--- src/rtl/tetris_io_pkg.sv ---
// Shared definitions for the Tetris button front end: channel states,
// key indices and default sampling-tick constants.
package tetris_io_pkg;

    typedef enum logic [1:0] {
        IDLE,
        DELAY,
        REPEAT
    } key_state_e;

    localparam int KEY_LEFT  = 0;
    localparam int KEY_RIGHT = 1;
    localparam int KEY_ROT   = 2;
    localparam int KEY_DROP  = 3;

    localparam int DEF_DEBOUNCE_TICKS = 4;
    localparam int DEF_REPEAT_DELAY   = 16;
    localparam int DEF_REPEAT_RATE    = 4;

    // Width needed to hold 0..max(a,b).
    function automatic int cnt_w(input int a, input int b);
        int m;
        m = (a > b) ? a : b;
        return (m < 1) ? 1 : $clog2(m + 1);
    endfunction

endpackage

--- src/rtl/key_channel.sv ---
// One key: tick-gated debouncer feeding a press / auto-repeat state machine.
module key_channel
    import tetris_io_pkg::*;
#(
    parameter int DEBOUNCE_TICKS = DEF_DEBOUNCE_TICKS,
    parameter int REPEAT_DELAY   = DEF_REPEAT_DELAY,
    parameter int REPEAT_RATE    = DEF_REPEAT_RATE
) (
    input  logic clk,
    input  logic rst,
    input  logic tick,
    input  logic sample,
    output logic level,
    output logic press,
    output logic repeat_pulse
);

    localparam int DW = cnt_w(DEBOUNCE_TICKS, 1);
    localparam int RW = cnt_w(REPEAT_DELAY, REPEAT_RATE);

    key_state_e    state, state_nxt;
    logic [DW-1:0] dcnt, dcnt_nxt, dcnt_inc;
    logic [RW-1:0] rcnt, rcnt_nxt, rcnt_inc;
    logic          level_nxt, press_nxt, rpt_nxt;
    logic          flip, rise, fall;

    // The edge is decided in the tick cycle itself so the FSM reacts together with the level.
    always_comb begin
        dcnt_inc = dcnt + 1'b1;
        rcnt_inc = rcnt + 1'b1;
        flip     = tick && (sample != level) && (dcnt_inc == DW'(DEBOUNCE_TICKS));
        rise     = flip && !level;
        fall     = flip && level;
    end

    always_comb begin
        dcnt_nxt  = dcnt;
        level_nxt = level;
        state_nxt = state;
        rcnt_nxt  = rcnt;
        press_nxt = 1'b0;
        rpt_nxt   = 1'b0;
        if (tick) begin
            if (sample == level) begin
                dcnt_nxt = '0;
            end else if (flip) begin
                level_nxt = ~level;
                dcnt_nxt  = '0;
            end else begin
                dcnt_nxt = dcnt_inc;
            end

            case (state)
                IDLE: begin
                    if (rise) begin
                        press_nxt = 1'b1;
                        rcnt_nxt  = '0;
                        state_nxt = DELAY;
                    end
                end
                DELAY: begin
                    if (fall) begin
                        rcnt_nxt  = '0;
                        state_nxt = IDLE;
                    end else if (rcnt_inc == RW'(REPEAT_DELAY)) begin
                        rpt_nxt   = 1'b1;
                        rcnt_nxt  = '0;
                        state_nxt = REPEAT;
                    end else begin
                        rcnt_nxt = rcnt_inc;
                    end
                end
                REPEAT: begin
                    // A fall wins over a repeat due on the same tick.
                    if (fall) begin
                        rcnt_nxt  = '0;
                        state_nxt = IDLE;
                    end else if (rcnt_inc == RW'(REPEAT_RATE)) begin
                        rpt_nxt  = 1'b1;
                        rcnt_nxt = '0;
                    end else begin
                        rcnt_nxt = rcnt_inc;
                    end
                end
                default: begin
                    rcnt_nxt  = '0;
                    state_nxt = IDLE;
                end
            endcase
        end
    end

    always_ff @(posedge clk or posedge rst) begin
        if (rst) begin
            state        <= IDLE;
            dcnt         <= '0;
            rcnt         <= '0;
            level        <= 1'b0;
            press        <= 1'b0;
            repeat_pulse <= 1'b0;
        end else begin
            state        <= state_nxt;
            dcnt         <= dcnt_nxt;
            rcnt         <= rcnt_nxt;
            level        <= level_nxt;
            press        <= press_nxt;
            repeat_pulse <= rpt_nxt;
        end
    end

endmodule

--- src/rtl/key_repeat_debouncer.sv ---
// Button front end: synchronizes the raw keys and the divided clock, turns
// clk_N rising edges into one-cycle ticks, and runs one key_channel per key.
module key_repeat_debouncer
    import tetris_io_pkg::*;
#(
    parameter int NKEYS          = 4,
    parameter int DEBOUNCE_TICKS = DEF_DEBOUNCE_TICKS,
    parameter int REPEAT_DELAY   = DEF_REPEAT_DELAY,
    parameter int REPEAT_RATE    = DEF_REPEAT_RATE
) (
    input  logic             clk,
    input  logic             rst,
    input  logic             clk_N,
    input  logic [NKEYS-1:0] keys_raw,
    output logic [NKEYS-1:0] key_level,
    output logic [NKEYS-1:0] key_press,
    output logic [NKEYS-1:0] key_repeat
);

    logic             clkn_p0, clkn_p1, clkn_p2;
    logic [NKEYS-1:0] keys_p0, keys_p1;
    logic             tick;

    // clk_N is only data here: two flops to synchronize, a third to find its rising edge.
    always_ff @(posedge clk or posedge rst) begin
        if (rst) begin
            clkn_p0 <= 1'b0;
            clkn_p1 <= 1'b0;
            clkn_p2 <= 1'b0;
            keys_p0 <= '0;
            keys_p1 <= '0;
        end else begin
            clkn_p0 <= clk_N;
            clkn_p1 <= clkn_p0;
            clkn_p2 <= clkn_p1;
            keys_p0 <= keys_raw;
            keys_p1 <= keys_p0;
        end
    end

    assign tick = clkn_p1 & ~clkn_p2;

    for (genvar i = 0; i < NKEYS; i++) begin : gen_ch
        key_channel #(
            .DEBOUNCE_TICKS(DEBOUNCE_TICKS),
            .REPEAT_DELAY  (REPEAT_DELAY),
            .REPEAT_RATE   (REPEAT_RATE)
        ) u_ch (
            .clk         (clk),
            .rst         (rst),
            .tick        (tick),
            .sample      (keys_p1[i]),
            .level       (key_level[i]),
            .press       (key_press[i]),
            .repeat_pulse(key_repeat[i])
        );
    end

endmodule

--- config.mk ---
export PLATFORM = sky130hd
export DESIGN_NAME = key_repeat_debouncer
export DESIGN_NICKNAME = d
export VERILOG_FILES = /design/src/rtl/tetris_io_pkg.sv /design/src/rtl/key_channel.sv /design/src/rtl/key_repeat_debouncer.sv
export SDC_FILE = /design/constraint.sdc
export NUM_CORES = 1
export LEC_CHECK = 0
export BUFFER_PORTS_ARGS = -buffer_cell sky130_fd_sc_hd__buf_2
export CAP_MARGIN = 5
export CORE_MARGIN = 2
export CORE_UTILIZATION = 55
export CTS_BUF_LIST = sky130_fd_sc_hd__clkbuf_16
export CTS_CLUSTER_DIAMETER = 150
export DETAILED_ROUTE_END_ITERATION = 8
export HOLD_SLACK_MARGIN = 0.06
export PLACE_DENSITY = 0.76
export SKIP_CTS_REPAIR_TIMING = 1
export SLEW_MARGIN = 15
export SYNTH_ARGS = -nofsm -noshare
export SYNTH_HDL_FRONTEND = slang
export SYNTH_HIERARCHICAL = 1
export SYNTH_SLANG_ARGS = --single-unit
--- constraint.sdc ---
create_clock -name clk -period 1.65 [get_ports clk]
set_input_delay 0.2475 -clock clk [delete_from_list [all_inputs] [get_ports clk]]
set_output_delay 0.2475 -clock clk [all_outputs]
set_load 0.02 [all_outputs]
Word-level counts from Yosys, hierarchy flattened
Index checks and enable logic that the tools add are counted.
{ "word_totals": {"ff_bits": 63, "mem_bits_rw": 0, "romBits": 0, "output_inout_bits": 12, "memories": 0, "latchBits": 0} }
{ "op_classes": {"eq_ne": 40, "reduce_logical": 36, "n_mul": 0, "div": 0, "add_sub_neg": 8, "shifts": 0, "n_mux": 88, "n_lt_le_gt_ge": 0, "bitwise_logic": 10} }
{ "op_table": {"columns": ["operator", "count"], "rows": [
  ["5-bit 2-to-1 mux", 20],
  ["5-bit case mux with 3 select lines", 4],
  ["1-bit 2-to-1 mux", 32],
  ["2-bit 2-to-1 mux", 16],
  ["3-bit 2-to-1 mux", 8],
  ["2-bit case mux with 3 select lines", 4],
  ["5-bit by 1-bit adder with 5-bit output, second input constant", 4],
  ["5-bit by 3-bit equality test with 1-bit output, second input constant", 4],
  ["5-bit equality test, second input constant", 4],
  ["1-bit logical AND", 16],
  ["2-bit by 1-bit inequality test with 1-bit output, second input constant", 8],
  ["4-bit AND reduction", 4],
  ["3-bit by 1-bit adder with 3-bit output, second input constant", 4],
  ["3-bit equality test, second input constant", 4],
  ["3-bit by 1-bit inequality test with 1-bit output, second input constant", 4],
  ["3-bit AND reduction", 4],
  ["1-bit inverter", 9],
  ["2-bit by 1-bit equality test with 1-bit output, second input constant", 4],
  ["2-bit equality test, second input constant", 4],
  ["2-bit logical NOT", 4],
  ["1-bit case mux with 2 select lines", 4],
  ["2-bit AND reduction", 4],
  ["1-bit equality test", 4],
  ["1-bit logical NOT", 4],
  ["other kinds (2)", 5]
]} }

Longest topological paths before layout
Gate-level depths: netlist (run 1).
{ "depth": {"ltp_word": 8, "ltp_mapped": 7} }

By module
The synthesis (run 1) kept the hierarchy.
{ "by_module_without_submodules": {"columns": ["mod", "area_per_inst_um2", "seq_area_each_um2", "cells_each", "instances"], "rows": [
  ["key_channel at gen_ch[0].u_ch ...", 869.6, 325.3, 95, 3],
  ["key_channel at gen_ch[3].u_ch", 862.1, 325.3, 88, 1],
  ["key_repeat_debouncer", 292.8, 275.3, 13, 1]
]} }

Least setup slack after synthesis (run 1)
OpenSTA, ideal clock, no wires.
{ "synth_timing": {"path_kind": "register -> register", "startpoint": "register gen_ch[3].u_ch.dcnt[0]", "endpoint": "register gen_ch[3].u_ch.state[1]", "period_less_slack_ps": 1780, "setup_time_ps": 82, "t_arrival_ps": 1698, "slack_ps": -130, "path_buffers": 1, "required_time_ps": 1568, "stages_incl_launch_ff": 8, "path_cell_list": "dfrtp_1 > ha_1 > ha_1 > nand4b_4 > and2_4 > buf_6 > or4_4 > a22oi_2"} }
{ "synth_via": {"elab_chain_len": 6, "elab_cells_between_ends": 11, "classes_between": "1 x add/sub; 4 x eq/ne; 2 x mux; 4 x reduce/logical"} }
{ "synth_lines": {"columns": ["item", "line_no", "rtl"], "rows": [
  ["from (decl)", "key_channel.sv:22", "logic [DW-1:0] dcnt, dcnt_nxt, dcnt_inc;"],
  ["from (signal assigned)", "key_channel.sv:103", "dcnt <= dcnt_nxt;"],
  ["3-bit by 1-bit adder with 3-bit output *", "key_channel.sv:29", "dcnt_inc = dcnt + 1'b1;"],
  ["3-bit equality test *", "key_channel.sv:31", "flip = tick && (sample != level) && (dcnt_inc == DW'(DEBOUNCE_TICKS));"],
  ["1-bit logical AND *", "key_channel.sv:31", null],
  ["1-bit logical AND, on equally long branches", "key_channel.sv:33, key_channel.sv:32", null],
  ["3-bit by 1-bit inequality test with 1-bit output (no line) (tied with other cells)", null, null],
  ["4-bit AND reduction (no line) or 2-bit case mux with 3 select lines (tied branches)", null, null],
  ["to (signal assigned)", "key_channel.sv:102", "state <= state_nxt;"],
  ["to (decl)", "key_channel.sv:21", "key_state_e state, state_nxt;"]
]} }
Every way passes the cells marked *; elsewhere a longest branch is shown, timed or not.
A chain may end at the register's enable or synchronous reset.

Worst setup path in the final report (run 1)
{ "layout_timing": {"startpoint": "register gen_ch[2].u_ch.dcnt[1]", "endpoint": "register gen_ch[2].u_ch.rcnt[1]"} }
{ "layout_via": {"elab_chain_len": 6, "elab_cells_between_ends": 10, "classes_between": "1 x add/sub; 2 x eq/ne; 3 x mux; 4 x reduce/logical"} }
{ "layout_lines": {"columns": ["item", "line_no", "rtl"], "rows": [
  ["from (decl)", "key_channel.sv:22", null],
  ["from (signal assigned)", "key_channel.sv:103", null],
  ["3-bit by 1-bit adder with 3-bit output *", "key_channel.sv:29", null],
  ["3-bit equality test *", "key_channel.sv:31", null],
  ["1-bit logical AND *", "key_channel.sv:31", null],
  ["1-bit logical AND, on equally long branches", "key_channel.sv:33, key_channel.sv:32", null],
  ["5-bit 2-to-1 mux (tied with other cells)", "key_channel.sv:75", "if (fall) begin"],
  ["5-bit case mux with 3 select lines or 2-bit AND reduction (tied branches)", null, null],
  ["to (signal assigned)", "key_channel.sv:104", "rcnt <= rcnt_nxt;"],
  ["to (decl)", "key_channel.sv:23", "logic [RW-1:0] rcnt, rcnt_nxt, rcnt_inc;"]
]} }
Marks and branches as above.

==> flow_summary_export.csv, run 1 <==
group,metric,value,unit
run_status,status,"finished, violations left",
run_status,failed_checks,"negative setup slack",
final_layout,finish.utilization,73.9,%
timing,min_period,1790,ps
setup_path,cp.required,1850,ps
final_layout,antenna_cells,0,
logic_synthesis,synth-seq-cells,63,
timing,finalCritPeriodShare,108,%
floorplanning,initial_core_util,56.0,%
drt,wl_per_cell,16.6,um
final_layout,layout_common_cells,"dfrtp_1 (63), buf_4 (58), nand2_1 (44), inv_1 (36), nor2_1 (20)",
logic_synthesis,synthCells,386,
drt,viasPerCell,5.97,
logic_synthesis,synth_top_area_share,41.9,%
logic_synthesis,synth_xor_area_share,0.931,%
placed_design,gp_congestion,0.898,
logic_synthesis,synthTopCellsByArea,"dfrtp_1 (42%), ha_1 (8.0%), nand2_1 (4.7%), inv_1 (3.5%), a21oi_1 (2.4%)",
logic_synthesis,async_flop_share,100,%
setup_path,cpMaxStageDelayCell,"dfrtp_1",
drt,wirelength,9320,um
timing,report.final.slew_viol_count,0,
logic_synthesis,yosysWarnings,6,
drt,ant_nets,0,
cts,clockRootBuffer,"clkbuf_16",
global_route,grt_antenna_before_repair,0,
logic_synthesis,ys_types,56,
final_layout,drive_gt1_share,33.5,%
setup_path,end_kind,"register",
setup_path,cp.arrival,1990,ps
floorplanning,dieArea,0.00752,mm^2
final_layout,mostFrequentLayoutCell,"dfrtp_1",
final_layout,nets,506,
timing,worst_slack,-138,ps
cts,h-tree-depth,3,
floorplanning,die_h,86.7,um
logic_synthesis,ys_seq_area_share,41.9,%
setup_path,slowest_delay,390,ps
cts,clkSinkCount,63,
flow_run,max-cap-violations,0,
logic_synthesis,synth_top_family_by_area,"compound AO/OA/AOI/OAI gates",
timing,hold_ws,345,ps
floorplanning,chipWidth,86.7,um
cts,path_clk_slew,50,ps
logic_synthesis,synth_compound_area_share,21.4,%
logic_synthesis,synthFlopType,"dfrtp_1",
timing,max_freq,559,MHz
floorplanning,rows,30,
logic_synthesis,yosysTopAreaCell,"dfrtp_1",
drt,drt-pass1-iter-count,5,
floorplanning,core_area,0.00672,mm^2
pwr,ir_worst_vdd,952,uV
global_route,overflow,0,
timing,relSlewSlack,63.3,%
logic_synthesis,synthSimpleGateAreaFrac,19.4,%
cts,cts_buffer_depth,2,
drt,first_iter_violations,143,
pwr,pwr_density_cell,1280,mW/mm^2
placed_design,port_buffers,18,
logic_synthesis,syn_area_per_cell,9.75,um^2
final_layout,syn_to_final_growth,31.9,%
timing,setup_violations,11,
logic_synthesis,synth_edf_count,0,
setup_path,cp_max_fo,7,
setup_path,cp-start-kind,"register",
setup_path,crit_type,"register to register",
final_layout,nFillCells,461,
drt,drc,0,
global_route,grt_pass1_wl,14300,um
timing,finClkSkew,6.40,ps
setup_path,path_cells,"ha_2, ha_4, and3b_2, o21a_1, o21a_1, a311oi_1",
logic_synthesis,synthMuxAreaShare,3.72,%
timing,hold_viol,0,
floorplanning,ioPinCount,19,
cts,cts_tree,"built",
global_route,grt_pass1_vias,3141,
setup_path,timing.critical_path.mode_cell,"o21a_1",
cts,clkLatencyLatePin,320,ps
pwr,leakagePower,2.28,nW
logic_synthesis,synth_fp_nets,417,
timing,rsz0062_at_grt,"true",
cts,cts_made_buffers,9,
timing,worst_slew_pin_slew,549,ps
worst_hold_path,holdCritPathClass,"register to register",
global_route,grtUsageTotal,24.3,%
logic_synthesis,synthAdderAreaFrac,7.98,%
placed_design,dp_hpwl,5950,um
global_route,grt_max_degree,15,
drt,vias,3345,
logic_synthesis,syn_area,0.00376,mm^2
==> through the flow <==
step,worst slack [ps],area [um^2],total power (W),instances,setup TNS (ps)
after floorplan,-101,3770,0.00341,386,-101
after global placement,-32.1,4300,0.00409,528,-90.0
after detailed placement,-146,4300,0.00420,528,-1080
after CTS,-163,4580,0.00601,544,-1950
after global routing,-183,4970,0.00674,560,-1990
final,-138,4970,0.00633,560,-754
==> worst max-delay path: cells and delay by family, from the launching register on <==
family          cells  cell delay, ps
flops               1             390
simple gates        1             230
fa+ha+maj           2             380
compound gates      3             650
==> sequential cells by signal (all words and copies together), names as in the netlist <==
signal                    flops
gen_ch.u_ch/dcnt             12
gen_ch.u_ch/rcnt             20
gen_ch.u_ch/repeat_pulse      4
gen_ch.u_ch/state             8
keys_p0                       4
clkn_p0                       1
gen_ch.u_ch/level             4
clkn_p2                       1
gen_ch.u_ch/press             4
keys_p1                       4
clkn_p1                       1
==> final timing paths <==
kind	cells after the start	slack [ps]	end	from
max	6	-140	gen_ch[2].u_ch/rcnt[1]	gen_ch[2].u_ch/dcnt[1]
min	0	350	keys_p1[3]	keys_p0[3]
max reg2reg	6	-140	gen_ch[2].u_ch/rcnt[1]	gen_ch[2].u_ch/dcnt[1]
min reg2reg	0	350	keys_p1[3]	keys_p0[3]
max in group asynchronous	3	710	gen_ch[2].u_ch/state[0]	rst
min in group asynchronous	3	540	clkn_p2	rst
==> synthesized netlist by cell type (4+ instances only) <==
cell type and number:
nand2b_1 4, mux2i_1 5, dfrtp_1 63, o2111ai_1 4, ha_1 24, o21ai_1 6
nor2_1 23, a21o_1 10, nand3_1 5, inv_1 35, and3b_1 4, nor2b_1 5
nand2_1 47, o21a_1 6, a21oi_1 18, xnor2_1 4, and2_1 5, nand4b_1 4
o22ai_1 6, nor3_1 8, mux2_2 8, o21ai_0 16, o32ai_1 5, o311ai_1 4
==> layer usage <==
metal / track usage [%] / part of all wire, % / vias up
li1: - / - / 1589
met1: 31.5 / 42 / 1609
met2: 40.1 / 51 / 133
met3: 4.48 / 5.8 / 14
met4: 9.80 / 1.7 / 0
met5: 0 / 0 / -
==> cell type report <==
type                            count  area [um^2]  area share, %
Clock buffer                        9          225           4.54
Inverter                           35          131           2.65
Tap cell                           80          100           2.02
Sequential cell                    63         1580           31.7
Multi-Input combinational cell    280         2250           45.4
Timing Repair Buffer               86          624           12.6
Clock inverter                      7         55.1           1.11
==> kinds of logic after synthesis <==
logic type	Yosys count
AOI/OAI and AO/OA	110
xor gates and xnor gates	4
adders and majority gates	24
buffers and inverters	43
DFF	63
muxes	13
and+or+nand+nor	129
==> where the power goes <==
| part | switching, W | internal (W) | leakage [nW] |
|---|---|---|---|
| Combinational | 0.00118 | 0.00120 | 1.35 |
| Clock | 0.000637 | 0.00114 | 0.143 |
| Sequential | 0.000300 | 0.00187 | 0.789 |
| Total | 0.00212 | 0.00421 | 2.28 |
Power figures use the tool's default switching activity.
==> inputs of run 2 (changes only) <==
- SKIP_CTS_REPAIR_TIMING: 1 -> not set
==> run 2 against run 1 <==
  * The flow still finishes with violations (negative setup slack)
  * Wire length up 9.3%
  * Power is 1.3% higher
  * Count of clock-buffer cells in the layout stayed put
  * Core utilization grew 1.7 points
  * Hold slack better by 4.8 ps
  * Critical path type unchanged
  * Largest cell class unchanged
  * Largest power group unchanged
==> flow_summary_export.csv, run 2 (synthesized netlist as in run 1, its figures left out) <==
group,metric,value,unit
run_status,status,"finished, violations left",
run_status,failed_checks,"negative setup slack",
drt,viasPerCell,6.04,
floorplanning,chipWidth,86.7,um
global_route,overflow,0,
placed_design,dp_slack,-146,ps
final_layout,largest_reg_flops,20,
final_layout,drive_gt1_share,36.3,%
placed_design,dp_hpwl,5950,um
global_route,grt_pass1_wl,15700,um
timing,worst_slew_pin_slew,545,ps
final_layout,reg_top3,"gen_ch.u_ch/rcnt: 20 flops, gen_ch.u_ch/dcnt: 12 flops, gen_ch.u_ch/state: 8 flops",
floorplanning,core_area,0.00672,mm^2
timing,max_freq,557,MHz
setup_path,crit_end,"gen_ch[3].u_ch/state[1]",
drt,first_iter_violations,240,
timing,relSlewSlack,63.6,%
drt,wirelength,10200,um
pwr,totalPowerFinal,0.00641,W
worst_hold_path,min_path_cells,0,
setup_path,cpMaxStageDelayCell,"or4_4",
pwr,pwr_density_cell,1260,mW/mm^2
floorplanning,dieArea,0.00752,mm^2
final_layout,nFillCells,431,
floorplanning,rows,30,
placed_design,post_dp_cell_area,0.00430,mm^2
setup_path,cp_max_fo,4,
setup_path,startpoint,"gen_ch[3].u_ch/state[0]",
drt,wl_per_cell,17.9,um
cts,path_clk_slew,50,ps
drt,drc,0,
timing,rsz0062_at_grt,"true",
timing,setup_violations,21,
final_layout,seq_area,0.00158,mm^2
floorplanning,ioPinCount,19,
cts,clockRootBuffer,"clkbuf_16",
timing,hold_viol,0,
cts,cts_made_buffers,9,
final_layout,antenna_cells,0,
timing,report.final.slew_viol_count,0,
timing,finalCritPeriodShare,109,%
setup_path,cp-start-kind,"register",
final_layout,final_area,0.00508,mm^2
worst_hold_path,holdCritPathClass,"register to register",
floorplanning,initial_core_util,56.0,%
flow_run,max-cap-violations,0,
final_layout,fin_cells,570,
timing,hold_ws,350,ps
setup_path,cp_top_family,"simple AND/OR/NAND/NOR gates",
floorplanning,die_h,86.7,um
cts,cts_buffer_depth,2,
final_layout,nets,516,
final_layout,mostFrequentLayoutCell,"buf_4",
placed_design,port_buffers,18,
setup_path,crit_buf_inv,1,
setup_path,reg2reg_to,"gen_ch[3].u_ch/state[1]",
timing,finClkSkew,7.19,ps
cts,clkLatencyLatePin,330,ps
final_layout,largest_register,"gen_ch.u_ch/rcnt",
drt,ant_nets,0,
cts,clkSinkCount,63,
drt,drt-pass1-iter-count,4,
global_route,grt_max_degree,14,
final_layout,multi_input_area,0.00228,mm^2
cts,h-tree-depth,3,
final_layout,syn_to_final_growth,35.0,%
global_route,grtUsageTotal,26.7,%
setup_path,rr_startpoint,"gen_ch[3].u_ch/state[0]",
setup_path,end_kind,"register",
timing,worst_slack,-146,ps
setup_path,cp.arrival,2040,ps
timing,min_period,1800,ps
placed_design,gp_congestion,0.898,
pwr,leakagePower,2.32,nW
setup_path,worstSetupPathDepth,6,
global_route,grt_antenna_before_repair,0,
cts,cts_tree,"built",
drt,vias,3445,
setup_path,crit_type,"register to register",
setup_path,worst_r2r_path_depth,6,
placed_design,dp_cells,528,
setup_path,slowest_delay,480,ps
setup_path,path_cells,"inv_1, ha_1, nand2b_1, and2_4, or4_4, a22oi_2",
global_route,grt_pass1_vias,3387,
setup_path,cp.required,1890,ps
final_layout,layout_common_cells,"buf_4 (66), dfrtp_1 (63), nand2_1 (42), inv_1 (36), nor2_1 (19)",
setup_path,reg2reg_slack,-150,ps
pwr,ir_worst_vdd,959,uV
==> run 2: repair_timing <==
action	in CTS	in global routing
pin swaps	8	15
hold endpoints to repair	68	0
gates resized for setup	27	42
endpoints found under the setup margin	24	29
hold buffers	6	0
setup buffers	8	12
cloned	0	0
==> run 2: area by class of cell <==
cell class              count  area share (%)
well taps                  80            1.97
multi-input cells         280            44.8
repair buffers             96            14.1
clock inverters             7            1.08
inverters                  35            2.58
flip-flops and latches     63            31.0
clock buffers               9            4.43
==> run 2: report_power, final <==
group	leakage [nW]	total (W)	internal (W)	switching, W
clock network	0.143	0.00179	0.00114	0.000653
logic	1.39	0.00245	0.00124	0.00121
registers	0.789	0.00217	0.00187	0.000302
total	2.32	0.00641	0.00425	0.00216
==> run 2: worst reg2reg max path, stage by stage (launching register included) <==
cell	delay (ps)
dfrtp_1	370
inv_1	80
ha_1	220
nand2b_1	210
and2_4	210
or4_4	480
a22oi_2	150
==> run 2: worst min path at each step <==
stage	start	endpoint
after floorplan	rst	clkn_p0
final	keys_p0[3]	keys_p1[3]
after CTS	keys_p0[2]	keys_p1[2]
after detailed placement	rst	keys_p1[1]
after global placement	rst	keys_p1[1]
after global routing	keys_p0[2]	keys_p1[2]
==> run 2: layer usage <==
layer  part of all wire [%]  up-vias  GRT usage, %
met5                      0        -             0
met4                    2.8        0          12.8
met3                    4.2       23          4.86
met2                     52      114          44.9
met1                     41     1703          33.2
li1                       -     1605             -
==> run 2: metrics by stage <==
stage               util (%)  setup TNS [ps]
finish                  75.6           -1230
global route            75.6           -2580
CTS                     72.1            -235
detailed placement      64.0           -1080
global placement        64.0           -90.0
floorplan                  -            -101
==> inputs of run 3 (changes only) <==
- RECOVER_POWER: not set -> 100
- SYNTH_HIERARCHICAL: 1 -> not set
==> run 3 against run 2 <==
  * The flow still finishes with violations (negative setup slack)
  * Synthesized cell count fell by 2.6%
  * Sequential cell count unchanged
  * Critical path depth up 1
  * Register-to-register slack about the same
  * Core utilization decreased by 0.23 points
  * Hold slack worse by 6.4 ps
  * Global-route usage decreased by 3.9 points
  * Count of clock-buffer cells in the layout is the same
  * Die area shrank 3.6%
  * Design area fell by 5.8%
  * First-iteration DRC count fell by 10%
  * Setup slack improved by 7.4 ps
  * Critical path type unchanged
==> flow_summary_export.csv, run 3 <==
group,metric,value,unit
setup_path,cp_max_fo,4,
timing,rsz0062_at_grt,"true",
logic_synthesis,synthSimpleGateAreaFrac,19.9,%
worst_hold_path,holdCritPathClass,"register to register",
logic_synthesis,synth_xor_area_share,1.93,%
logic_synthesis,ys_types,59,
floorplanning,dieArea,0.00725,mm^2
logic_synthesis,synth_fp_nets,407,
timing,setup_violations,16,
drt,ant_nets,0,
logic_synthesis,synthTopCellsByArea,"dfrtp_1 (44%), ha_1 (8.3%), nand2_1 (5.1%), buf_4 (2.9%), nand3_1 (2.6%)",
floorplanning,rows,29,
logic_synthesis,syn_area_per_cell,9.63,um^2
placed_design,dp_hpwl,5230,um
logic_synthesis,synth_edf_count,0,
setup_path,reg2reg_to,"gen_ch[0].u_ch.rcnt[3]",
setup_path,slowest_delay,400,ps
timing,finalCritPeriodShare,108,%
timing,max_freq,559,MHz
placed_design,gp_congestion,0.807,
flow_run,max-cap-violations,0,
final_layout,layout_common_cells,"dfrtp_1 (61), buf_4 (59), nand2_1 (44), inv_1 (21), nand3_1 (16)",
floorplanning,die_h,85.2,um
final_layout,nets,484,
final_layout,largest_reg_flops,20,
cts,h-tree-depth,3,
pwr,pwr_density_cell,1240,mW/mm^2
global_route,grt_max_degree,64,
drt,wirelength,8720,um
logic_synthesis,synth_most_common_cell,"dfrtp_1",
floorplanning,chipWidth,85.2,um
drt,vias,3148,
pwr,leakagePower,2.14,nW
run_status,failed_checks,"negative setup slack",
pwr,ir_worst_vdd,806,uV
timing,hold_viol,0,
cts,clockRootBuffer,"clkbuf_16",
global_route,grt_antenna_before_repair,0,
cts,clkSinkCount,63,
logic_synthesis,synthMuxAreaShare,3.11,%
setup_path,crit_buf_inv,0,
worst_hold_path,min_to,"keys_p1[1]",
setup_path,cp.required,1870,ps
cts,clkLatencyLatePin,330,ps
logic_synthesis,synthFlopType,"dfrtp_1",
logic_synthesis,syn_area,0.00362,mm^2
logic_synthesis,ys_seq_area_share,43.5,%
timing,relSlewSlack,43.8,%
run_status,status,"finished, violations left",
timing,worst_slew_pin_slew,844,ps
pwr,totalPowerFinal,0.00593,W
logic_synthesis,synthAdderAreaFrac,8.29,%
global_route,grt_pass1_vias,2955,
logic_synthesis,synth_top_area_share,43.5,%
drt,wl_per_cell,16.3,um
placed_design,port_buffers,18,
floorplanning,ioPinCount,19,
floorplanning,core_area,0.00635,mm^2
setup_path,end_kind,"register",
setup_path,path_cells,"ha_4, ha_4, nand3b_1, or2_4, o211ai_1, nor3_1, a211o_1",
timing,finClkSkew,5.32,ps
drt,viasPerCell,5.90,
final_layout,drive_gt1_share,33.9,%
drt,first_iter_violations,216,
cts,cts_buffer_depth,2,
final_layout,finish.utilization,75.4,%
logic_synthesis,synth_top_family_by_area,"simple AND/OR/NAND/NOR gates",
cts,path_clk_slew,50,ps
final_layout,syn_to_final_growth,32.2,%
logic_synthesis,yosysTopAreaCell,"dfrtp_1",
setup_path,worstSetupPathDepth,7,
global_route,grt_pass1_wl,13100,um
timing,report.final.slew_viol_count,0,
worst_hold_path,min_path_cells,0,
final_layout,nFillCells,395,
setup_path,cp.arrival,2010,ps
cts,cts_made_buffers,9,
final_layout,reg_top3,"gen_ch.u_ch.rcnt: 20 flops, gen_ch.u_ch.dcnt: 12 flops, gen_ch.u_ch.state: 8 flops",
global_route,grtUsageTotal,22.8,%
logic_synthesis,async_flop_share,100,%
setup_path,timing.critical_path.mode_cell,"ha_4",
setup_path,worst_r2r_path_depth,7,
timing,min_period,1790,ps
setup_path,cpMaxStageDelayCell,"dfrtp_1",
setup_path,rr_startpoint,"gen_ch[0].u_ch.dcnt[1]",
timing,worst_slack,-138,ps
logic_synthesis,synth_compound_area_share,17.2,%
setup_path,cp-start-kind,"register",
final_layout,antenna_cells,0,
final_layout,largest_register,"gen_ch.u_ch.rcnt",
final_layout,mostFrequentLayoutCell,"dfrtp_1",
logic_synthesis,synthCells,376,
global_route,overflow,0,
worst_hold_path,hold_start,"keys_p0[1]",
drt,drc,0,
logic_synthesis,synth-seq-cells,63,
setup_path,crit_type,"register to register",
floorplanning,initial_core_util,57.0,%
drt,drt-pass1-iter-count,5,
cts,cts_tree,"built",
logic_synthesis,synthTopCellsByCount,"dfrtp_1 (63), nand2_1 (49), ha_1 (24)",
setup_path,reg2reg_slack,-140,ps
logic_synthesis,yosysWarnings,0,
setup_path,cp_top_family,"simple AND/OR/NAND/NOR gates",
run 3: cell types whose count changed in the layout (fill, tap and decap cells not counted), moves of 7 or more:
cell      change
o21ai_2       +7
buf_4         -7
buf_2        -12
inv_1        -15
o21ai_0       -7
clkbuf_1     +12
xor2_1        +7
nand3_1      +11
run 3: final cells by class:
type	count	area [um^2]	area share [%]
inverters	18	71.3	1.49
well taps	77	96.3	2.01
multi-input cells	272	2150	44.9
flip-flops and latches	63	1580	33.0
repair buffers	89	642	13.4
clock inverters	6	23.8	0.496
clock buffers	9	225	4.70
run 3: kinds of logic after synthesis:
group / Yosys count
mux: 10
xor+xnor: 8
compound gates: 92
flops: 63
fa+ha+maj: 24
buf+inv: 41
simple gates: 138
run 3: repair_timing:
item	4_1_cts	5_1_grt
pin swaps	18	28
endpoints found under the setup margin	21	31
resized for setup	20	52
hold buffers	6	0
hold endpoints to repair	68	0
setup buffers	6	9
run 3: worst max path at each step:
stage,from,end
finish,gen_ch[0].u_ch.dcnt[1],gen_ch[0].u_ch.rcnt[3]
global route,gen_ch[0].u_ch.dcnt[1],gen_ch[0].u_ch.rcnt[3]
CTS,gen_ch[1].u_ch.dcnt[1],gen_ch[1].u_ch.rcnt[4]
detailed placement,gen_ch[0].u_ch.dcnt[1],gen_ch[0].u_ch.state[0]
global placement,gen_ch[3].u_ch.dcnt[1],gen_ch[3].u_ch.rcnt[3]
floorplan,gen_ch[3].u_ch.dcnt[0],gen_ch[3].u_ch.rcnt[3]
run 3: layer usage:
metal	global-route usage [%]	share of wire (%)
met5	0	0
met4	10.8	2.9
met3	6.32	5.0
met2	36.1	50
met1	29.1	42
run 3: power breakdown:
group	internal [W]	switching, W
registers	0.00181	0.000261
clock network	0.000976	0.000656
logic	0.00105	0.00117
run 3: metrics by stage:
step / hold slack, ps / std cells / setup slack, ps / TNS, ps / cell area [um^2]
detailed placement: 335 / 499 / -98.7 / -860 / 4100
floorplan: 279 / 376 / -47.9 / -76.5 / 3670
global route: 355 / 534 / -202 / -2340 / 4790
global placement: 332 / 499 / -39.4 / -126 / 4100
finish: 344 / 534 / -138 / -903 / 4790
CTS: 347 / 526 / -127 / -613 / 4530
